File: config.mk
export PLATFORM = sky130hd
export DESIGN_NAME = bin_to_bcd_seq
export DESIGN_NICKNAME = d
export VERILOG_FILES = /design/src/rtl/bcd_pkg.sv /design/src/rtl/bcd_digit_adjust.sv /design/src/rtl/bin_to_bcd_seq.sv
export SDC_FILE = /design/constraint.sdc
export NUM_CORES = 1
export LEC_CHECK = 0
export CORE_MARGIN = 5
export CORE_UTILIZATION = 55
export DETAILED_ROUTE_END_ITERATION = 12
export PLACE_DENSITY = 0.76
export SLEW_MARGIN = 20
export SYNTH_ARGS = -nofsm -noshare
export SYNTH_HDL_FRONTEND = slang
export SYNTH_SLANG_ARGS = --single-unit
File: constraint.sdc
create_clock -name clk -period 7.2 [get_ports clk]
set_input_delay 2.16 -clock clk [delete_from_list [all_inputs] [get_ports clk]]
set_output_delay 2.16 -clock clk [all_outputs]
set_load 0.03 [all_outputs]
File: src/rtl/bcd_pkg.sv
// Shared types and constants for the sequential binary-to-BCD converter.
// Also provides a helper to validate the digit count against the input width.
package bcd_pkg;

  typedef enum logic [1:0] {
    IDLE  = 2'd0,
    SHIFT = 2'd1,
    DONE  = 2'd2
  } state_t;

  localparam logic [3:0] BCD_ADJ_THRESH = 4'd5;
  localparam logic [3:0] BCD_ADJ_ADD    = 4'd3;

  // Decimal digits of 2^n-1 is floor(n*log10(2))+1; log10(2) ~ 0.30103.
  function automatic int bcd_digits_needed(input int n);
    return (n * 30103) / 100000 + 1;
  endfunction

endpackage

File: src/rtl/bcd_digit_adjust.sv
// Double-dabble digit correction: a BCD digit of 5 or more gets +3 before
// the shift so that it carries correctly into the next decimal digit.
module bcd_digit_adjust
  import bcd_pkg::*;
(
  input  logic [3:0] digit,
  output logic [3:0] adjusted
);

  always_comb begin
    adjusted = digit;
    if (digit >= BCD_ADJ_THRESH) adjusted = digit + BCD_ADJ_ADD;
  end

endmodule

File: src/rtl/bin_to_bcd_seq.sv
// Sequential double-dabble converter: one shift per cycle, optional two's
// complement input, sign flag plus packed BCD held until the next result.
module bin_to_bcd_seq
  import bcd_pkg::*;
#(
  parameter int N      = 16,
  parameter int DIGITS = 5
) (
  input  logic                  clk,
  input  logic                  reset,
  input  logic                  start,
  input  logic                  signed_mode,
  input  logic [N-1:0]          bin,
  output logic                  busy,
  output logic                  done,
  output logic                  sign,
  output logic [4*DIGITS-1:0]   bcd
);

  localparam int CW = $clog2(N + 1);

  generate
    if (DIGITS < bcd_digits_needed(N)) begin : g_bad_digits
      $error("bin_to_bcd_seq: DIGITS too small for N");
    end
  endgenerate

  state_t               state, state_next;
  logic [CW-1:0]        count;
  logic [4*DIGITS-1:0]  scratch, scratch_adj;
  logic [N-1:0]         binreg;
  logic                 sign_pending;
  logic                 neg;

  assign neg  = signed_mode & bin[N-1];
  assign busy = (state != IDLE);

  genvar d;
  generate
    for (d = 0; d < DIGITS; d++) begin : g_adj
      bcd_digit_adjust u_adj (
        .digit    (scratch[4*d +: 4]),
        .adjusted (scratch_adj[4*d +: 4])
      );
    end
  endgenerate

  always_ff @(posedge clk or posedge reset) begin
    if (reset) state <= IDLE;
    else       state <= state_next;
  end

  always_comb begin
    state_next = state;
    case (state)
      IDLE:    if (start) state_next = SHIFT;
      SHIFT:   if (count == CW'(1)) state_next = DONE;
      DONE:    state_next = IDLE;
      default: state_next = IDLE;
    endcase
  end

  // Datapath and output registers; the negated magnitude of the most
  // negative input is naturally 2^(N-1) when read back as unsigned.
  always_ff @(posedge clk or posedge reset) begin
    if (reset) begin
      count        <= '0;
      scratch      <= '0;
      binreg       <= '0;
      sign_pending <= 1'b0;
      done         <= 1'b0;
      sign         <= 1'b0;
      bcd          <= '0;
    end else begin
      done <= 1'b0;
      case (state)
        IDLE: begin
          if (start) begin
            binreg       <= neg ? (~bin + N'(1)) : bin;
            sign_pending <= neg;
            scratch      <= '0;
            count        <= CW'(N);
          end
        end
        SHIFT: begin
          {scratch, binreg} <= {scratch_adj, binreg} << 1;
          count             <= count - CW'(1);
        end
        DONE: begin
          bcd  <= scratch;
          sign <= sign_pending;
          done <= 1'b1;
        end
        default: ;
      endcase
    end
  end

endmodule

# After elaboration in Yosys (flattened, before gate mapping)
# Cells that the tools add are included.
# op_classes
n_addsub	7
order_cmp	5
n_eq_ne	5
muxes	16
bitwise_logic	2
reduce_logical	6
# ops
operator	count
case mux 20 bit (2 select lines)	1
2-to-1 mux 16 bit	2
case mux 16 bit (2 select lines)	1
>= comparator 4 x 3 -> 1 bit (second input constant)	5
2-to-1 mux 20 bit	1
adder 16 x 1 -> 16 bit (second input constant)	1
adder 4 x 2 -> 4 bit (second input constant)	4
2-to-1 mux 4 bit	4
inverter 16 bit	1
case mux 5 bit (2 select lines)	1
AND reduction 2 bit	3
equality test 5 x 1 -> 1 bit (second input constant)	1
2-to-1 mux 5 bit	1
subtractor 5 x 1 -> 5 bit (second input constant)	1
2-to-1 mux 2 bit	2
!= test 2 bit (second input constant)	2
case mux 2 bit (2 select lines)	1
nonzero test 2 bit	2
adder 3 x 2 -> 3 bit (second input constant)	1
2-to-1 mux 3 bit	1
equality test 2 x 1 -> 1 bit (second input constant)	1
equality test 2 bit (second input constant)	1
logical NOT 2 bit	1
bitwise AND 1 bit	1
2-to-1 mux 1 bit	1
# word_totals
register_bits	66
out_inout_bits	23
elab_cells	49

# Longest topological paths before layout
# depth
word_depth	5
mapped_depth	7

# Cells and area by module
# A second synthesis with hierarchy kept.
# unflattened
cells_unflattened	357
hier_area_um2	3444.6
# by_module_without_submodules
module	instances	cells_each	area_per_inst_um2	seq_area_each_um2
bin_to_bcd_seq	1	277	2937.8	1651.6
bcd_digit_adjust	5	16	101.3	0.0

# Worst setup path after synthesis
# OpenSTA, ideal clock, no wires.
# synth_path
path_type	input -> register
from	in bin[12]
to	reg binreg[14]
setup_ns	0.130
arrival_time_ns	3.235
required_ns	7.070
slack_ns	3.835
cell_stages	5
n_path_buf	0
path_cell_list	or4_4 > or2_4 > o21ai_2 > xor2_1 > o21ai_1
# synth_between
elab_chain_len	5
# synth_rtl
item	line_no	rtl
start, declared	bin_to_bcd_seq.sv:13	input logic [N-1:0] bin,
inverter 16 bit	bin_to_bcd_seq.sv:79	binreg <= neg ? (~bin + N'(1)) : bin;
adder 16 x 1 -> 16 bit	bin_to_bcd_seq.sv:79	
2-to-1 mux 16 bit	bin_to_bcd_seq.sv:79	
2-to-1 mux 16 bit	bin_to_bcd_seq.sv:78	if (start) begin
case mux 16 bit (2 select lines)	bin_to_bcd_seq.sv:76	case (state)
end signal, assigned	bin_to_bcd_seq.sv:79	
end signal, assigned	bin_to_bcd_seq.sv:86	{scratch, binreg} <= {scratch_adj, binreg} << 1;
end, declared	bin_to_bcd_seq.sv:31	logic [N-1:0] binreg;
# No other way between the ends. The select of a mux whose other input is x is not followed.
# A chain may end at the register's enable or synchronous reset.

# Worst setup path in the final report
# layout_path
from	reg state[1]
to	out busy
# layout_between
elab_chain_len	1
# layout_rtl
item	line_no	rtl
start, declared	bin_to_bcd_seq.sv:28	state_t state, state_next;
start signal, assigned	bin_to_bcd_seq.sv:50	else state <= state_next;
nonzero test 2 bit	bin_to_bcd_seq.sv:36	assign busy = (state != IDLE);
end, declared	bin_to_bcd_seq.sv:14	output logic busy,
# No other way between the ends.

==> flow_summary.rst <==
.. list-table::
   :header-rows: 1

   * - Metric
     - Value
   * - Post-CTS setup buffer count
     - 0
   * - Number of different library cells in the post-synthesis netlist
     - 37
   * - Post-DP Area
     - roughly 3700 µm²
   * - Remaining antenna violation count
     - 0
   * - Final std cell area, no fill
     - approximately 3900 µm²
   * - Routed wire length
     - between 5 and 6 mm
   * - Max-Slew Margin vs Limit
     - 0.468
   * - Hold/Removal Path Class
     - reg -> reg
   * - Number of setup violations in the final report
     - 0
   * - Post-layout min period
     - between 3000 and 4000 ps
   * - Via count normalized by instance count
     - 5.63
   * - Die Height
     - 87.0 µm
   * - Number of antenna violations at the first check in global routing
     - 0
   * - Count of final hold-check violations
     - 0
   * - Crit Path Max Fanout
     - 6
   * - Hpwl dp
     - around 4.2 mm
   * - Clock tree from TritonCTS
     - done
   * - Worst-path cell chain
     - nor2_1 > inv_1 > clkdlybuf4s50_1
   * - Dpl ws
     - 3000 ps
   * - Number of placed cells counting well taps
     - around 430
   * - Internal power contribution
     - roughly 0.97 mW
   * - Worst-case vdd ir drop
     - roughly 0.18 mV
   * - Stage delay of the slowest cell on the critical path
     - around 590 ps
   * - Leakage dissipation
     - ~1.7 nW
   * - Sequential-to-total area share from yosys stat
     - 0.507
   * - Switching Power
     - ~0.63 mW
   * - Maximum number of pins on one net before global-route repair
     - 67
   * - Drt initial violations
     - 84
   * - Synthesis-to-layout area growth
     - 19.7%
   * - Insertion delay of the later-clocked pin in the worst-skew pair
     - 340 ps
   * - # IOs
     - 43
   * - Maximum root-to-sink buffer count
     - 2
   * - Initial core utilization
     - 0.557
   * - Ys flop type
     - sky130_fd_sc_hd__dfrtp_1
   * - Area of the mapped netlist
     - 3260 µm²
   * - Count of vias placed by the detailed router
     - 2,481
   * - Status
     - completed
   * - Share of final-layout standard cells stronger than drive strength 1
     - 0.0956
   * - Count of hold-fix buffers inserted at cts
     - 0
   * - Sequential cell area
     - 1650 µm²
   * - Worst hold slack after final layout
     - 478 ps
   * - Count of fill cells added during filler insertion
     - around 480
   * - Areal power density over the cells
     - roughly 400 nW/µm²
   * - Die Area
     - between 7000 and 8000 µm²
   * - Worst Path Class, Setup
     - reg -> out
   * - Post-detailed-route wirelength per cell
     - ~13 µm
   * - Worst endpoint required time
     - about 5000 ps
   * - Gp weighted congestion
     - 0.798
   * - Number of standard-cell rows in the floorplan
     - 28
   * - Clock transition at the registers of the reported paths
     - ~60 ps
   * - Slowest library cell on the worst path
     - sky130_fd_sc_hd__clkdlybuf4s50_1
   * - Non-filler cells in the finished layout
     - 441
   * - Sequential group share of total power
     - 0.399
   * - Count of input and output buffers
     - between 40 and 50
   * - Crit path setup slack, layout
     - 3400 ps
   * - Drt first pass iters
     - 4
   * - Horizontal die dimension
     - ~87 µm
   * - # H-tree levels
     - 3
   * - Post-layout nets
     - 397
   * - Async set or reset register ratio after synthesis
     - 1.00
   * - Number of enable-type register cells in the synthesized netlist
     - 0
   * - Period utilization
     - 0.528
   * - Startpoint Class
     - flip-flop
   * - Critical Path End Type
     - primary output
   * - Maximum Capacitance Violations
     - 0
   * - Fraction of power spent switching nets
     - 0.394
   * - Pins over their slew limit
     - 0
   * - Setup_tns
     - 0 ps
   * - Count of state elements after synthesis
     - 66
   * - Synthesized instance count
     - between 300 and 400
   * - Global-route wire length before repair
     - 10.5 mm
   * - Clock share of power
     - 0.163
   * - Number of instances resized during post-cts repair
     - 0
   * - Actual slew at the worst max-slew pin
     - 798 ps
   * - Post-Synthesis Net Count
     - around 360
   * - Top achievable clock speed
     - ~260 MHz
   * - CTS Root Buffer Type
     - sky130_fd_sc_hd__clkbuf_8
   * - Global routing usage summed across all routing layers
     - 0.175
   * - Final antenna diode count
     - 0
   * - Worst setup skew after layout
     - between 5 and 6 ps
   * - Number of global-route vias before repair
     - ~2,400
   * - RSZ-0062 raised after global routing
     - false
   * - Worst Path Arrival
     - 1640 ps
   * - Gate power share
     - 0.439
   * - Sink Count
     - 66
   * - Detailed-route DRC error count
     - 0
   * - Area occupied by multi-input gates
     - between 1000 and 1500 µm²
   * - Std-Cell Core Area
     - slightly below 6000 µm²
   * - Synth Warn #
     - 0
   * - Number of buffers inserted during clock tree synthesis
     - 9
   * - GRT Residual Overflow
     - 0
   * - Per-instance average area after synthesis
     - between 10 and 15 µm²
-- power by group through the flow --
stage / Clock (mW) / Sequential (mW) / Combinational [mW]
finish: 0.260 / 0.636 / 0.699
detailed placement: 0 / 0.643 / 0.707
global route: 0.279 / 0.663 / 0.792
global placement: 0 / 0.636 / 0.685
CTS: 0.268 / 0.636 / 0.709
floorplan: 0 / 0.717 / 0.406
-- critical path: cells and delay by family (launching register included) --
family                 cells  cell delay (ps)
buffers and inverters      2              660
and+or+nand+nor            1              220
DFF                        1              420
-- placed cells by master, fill, tap and decap left out, types with 8 or more instances in the layout --
cell	count
sky130_fd_sc_hd__a21oi_1	20
sky130_fd_sc_hd__a22oi_1	13
sky130_fd_sc_hd__clkbuf_8	11
sky130_fd_sc_hd__clkdlybuf4s50_1	42
sky130_fd_sc_hd__dfrtp_1	66
sky130_fd_sc_hd__ha_1	13
sky130_fd_sc_hd__inv_1	16
sky130_fd_sc_hd__mux2_2	11
sky130_fd_sc_hd__nand2_1	19
sky130_fd_sc_hd__nand3_1	20
sky130_fd_sc_hd__nor2_1	13
sky130_fd_sc_hd__o21ai_0	47
sky130_fd_sc_hd__o31ai_1	8
sky130_fd_sc_hd__xnor2_1	10
sky130_fd_sc_hd__xor2_1	8
-- logic make-up after synthesis --
kind of cell,share of synthesized area
compound gates,0.185
fa+ha+maj,0.0499
flops,0.507
buf+inv,0.0388
simple gates,0.132
xor+xnor,0.0484
mux,0.0380
-- per-layer routing --
layer,part of all wire,GRT usage
met1,0.44,0.212
met2,0.49,0.298
met3,0.048,0.0255
met4,0.021,0.0949
met5,0,0
-- through the flow --
stage	util	total power, mW
after floorplan	-	1.12
after global placement	0.639	1.32
after detailed placement	0.639	1.35
after CTS	0.666	1.61
after global routing	0.667	1.73
final	0.667	1.59
-- cell type report --
cell class / instances / area share
Clock buffer: 13 / 0.0407
Timing Repair Buffer: 46 / 0.115
Tap cell: 75 / 0.0241
Multi-Input combinational cell: 224 / 0.380
Sequential cell: 66 / 0.423
Inverter: 17 / 0.0164
-- path summary, 6_finish.rpt --
kind	start	end	slack, ps	cells past startpoint
max	state[1]	busy	3400	3
min	count[4]	count[4]	480	1
max reg2reg	state[1]	binreg[7]	5440	5
min reg2reg	count[4]	count[4]	480	1
max in group asynchronous	reset	scratch[5]	4270	3
min in group asynchronous	reset	binreg[9]	2390	3
-- state kept, by name (all words and copies together), names as in the netlist --
register      flops
done              1
scratch          20
bcd              20
count             5
binreg           16
sign_pending      1
sign              1
state             2
-- synth_stat cells (2+ instances only) --
library cell,count,share of area
sky130_fd_sc_hd__o31ai_1,8,0.018
sky130_fd_sc_hd__inv_1,17,0.020
sky130_fd_sc_hd__xor2_1,8,0.022
sky130_fd_sc_hd__nor2_1,13,0.015
sky130_fd_sc_hd__nor3b_1,4,0.0092
sky130_fd_sc_hd__clkbuf_1,13,0.015
sky130_fd_sc_hd__mux2_2,11,0.038
sky130_fd_sc_hd__a22oi_1,13,0.030
sky130_fd_sc_hd__xnor2_1,10,0.027
sky130_fd_sc_hd__nor3_1,4,0.0061
sky130_fd_sc_hd__and2_1,3,0.0058
sky130_fd_sc_hd__nand2_1,20,0.023
sky130_fd_sc_hd__o21ai_0,47,0.072
sky130_fd_sc_hd__a32o_1,5,0.015
sky130_fd_sc_hd__o21ai_1,3,0.0046
sky130_fd_sc_hd__a21oi_1,20,0.031
sky130_fd_sc_hd__nand3_1,20,0.031
sky130_fd_sc_hd__dfrtp_1,66,0.51
sky130_fd_sc_hd__ha_1,13,0.050
sky130_fd_sc_hd__nand2b_1,7,0.013
sky130_fd_sc_hd__buf_2,2,0.0031
(Power assumes the default switching activity.)
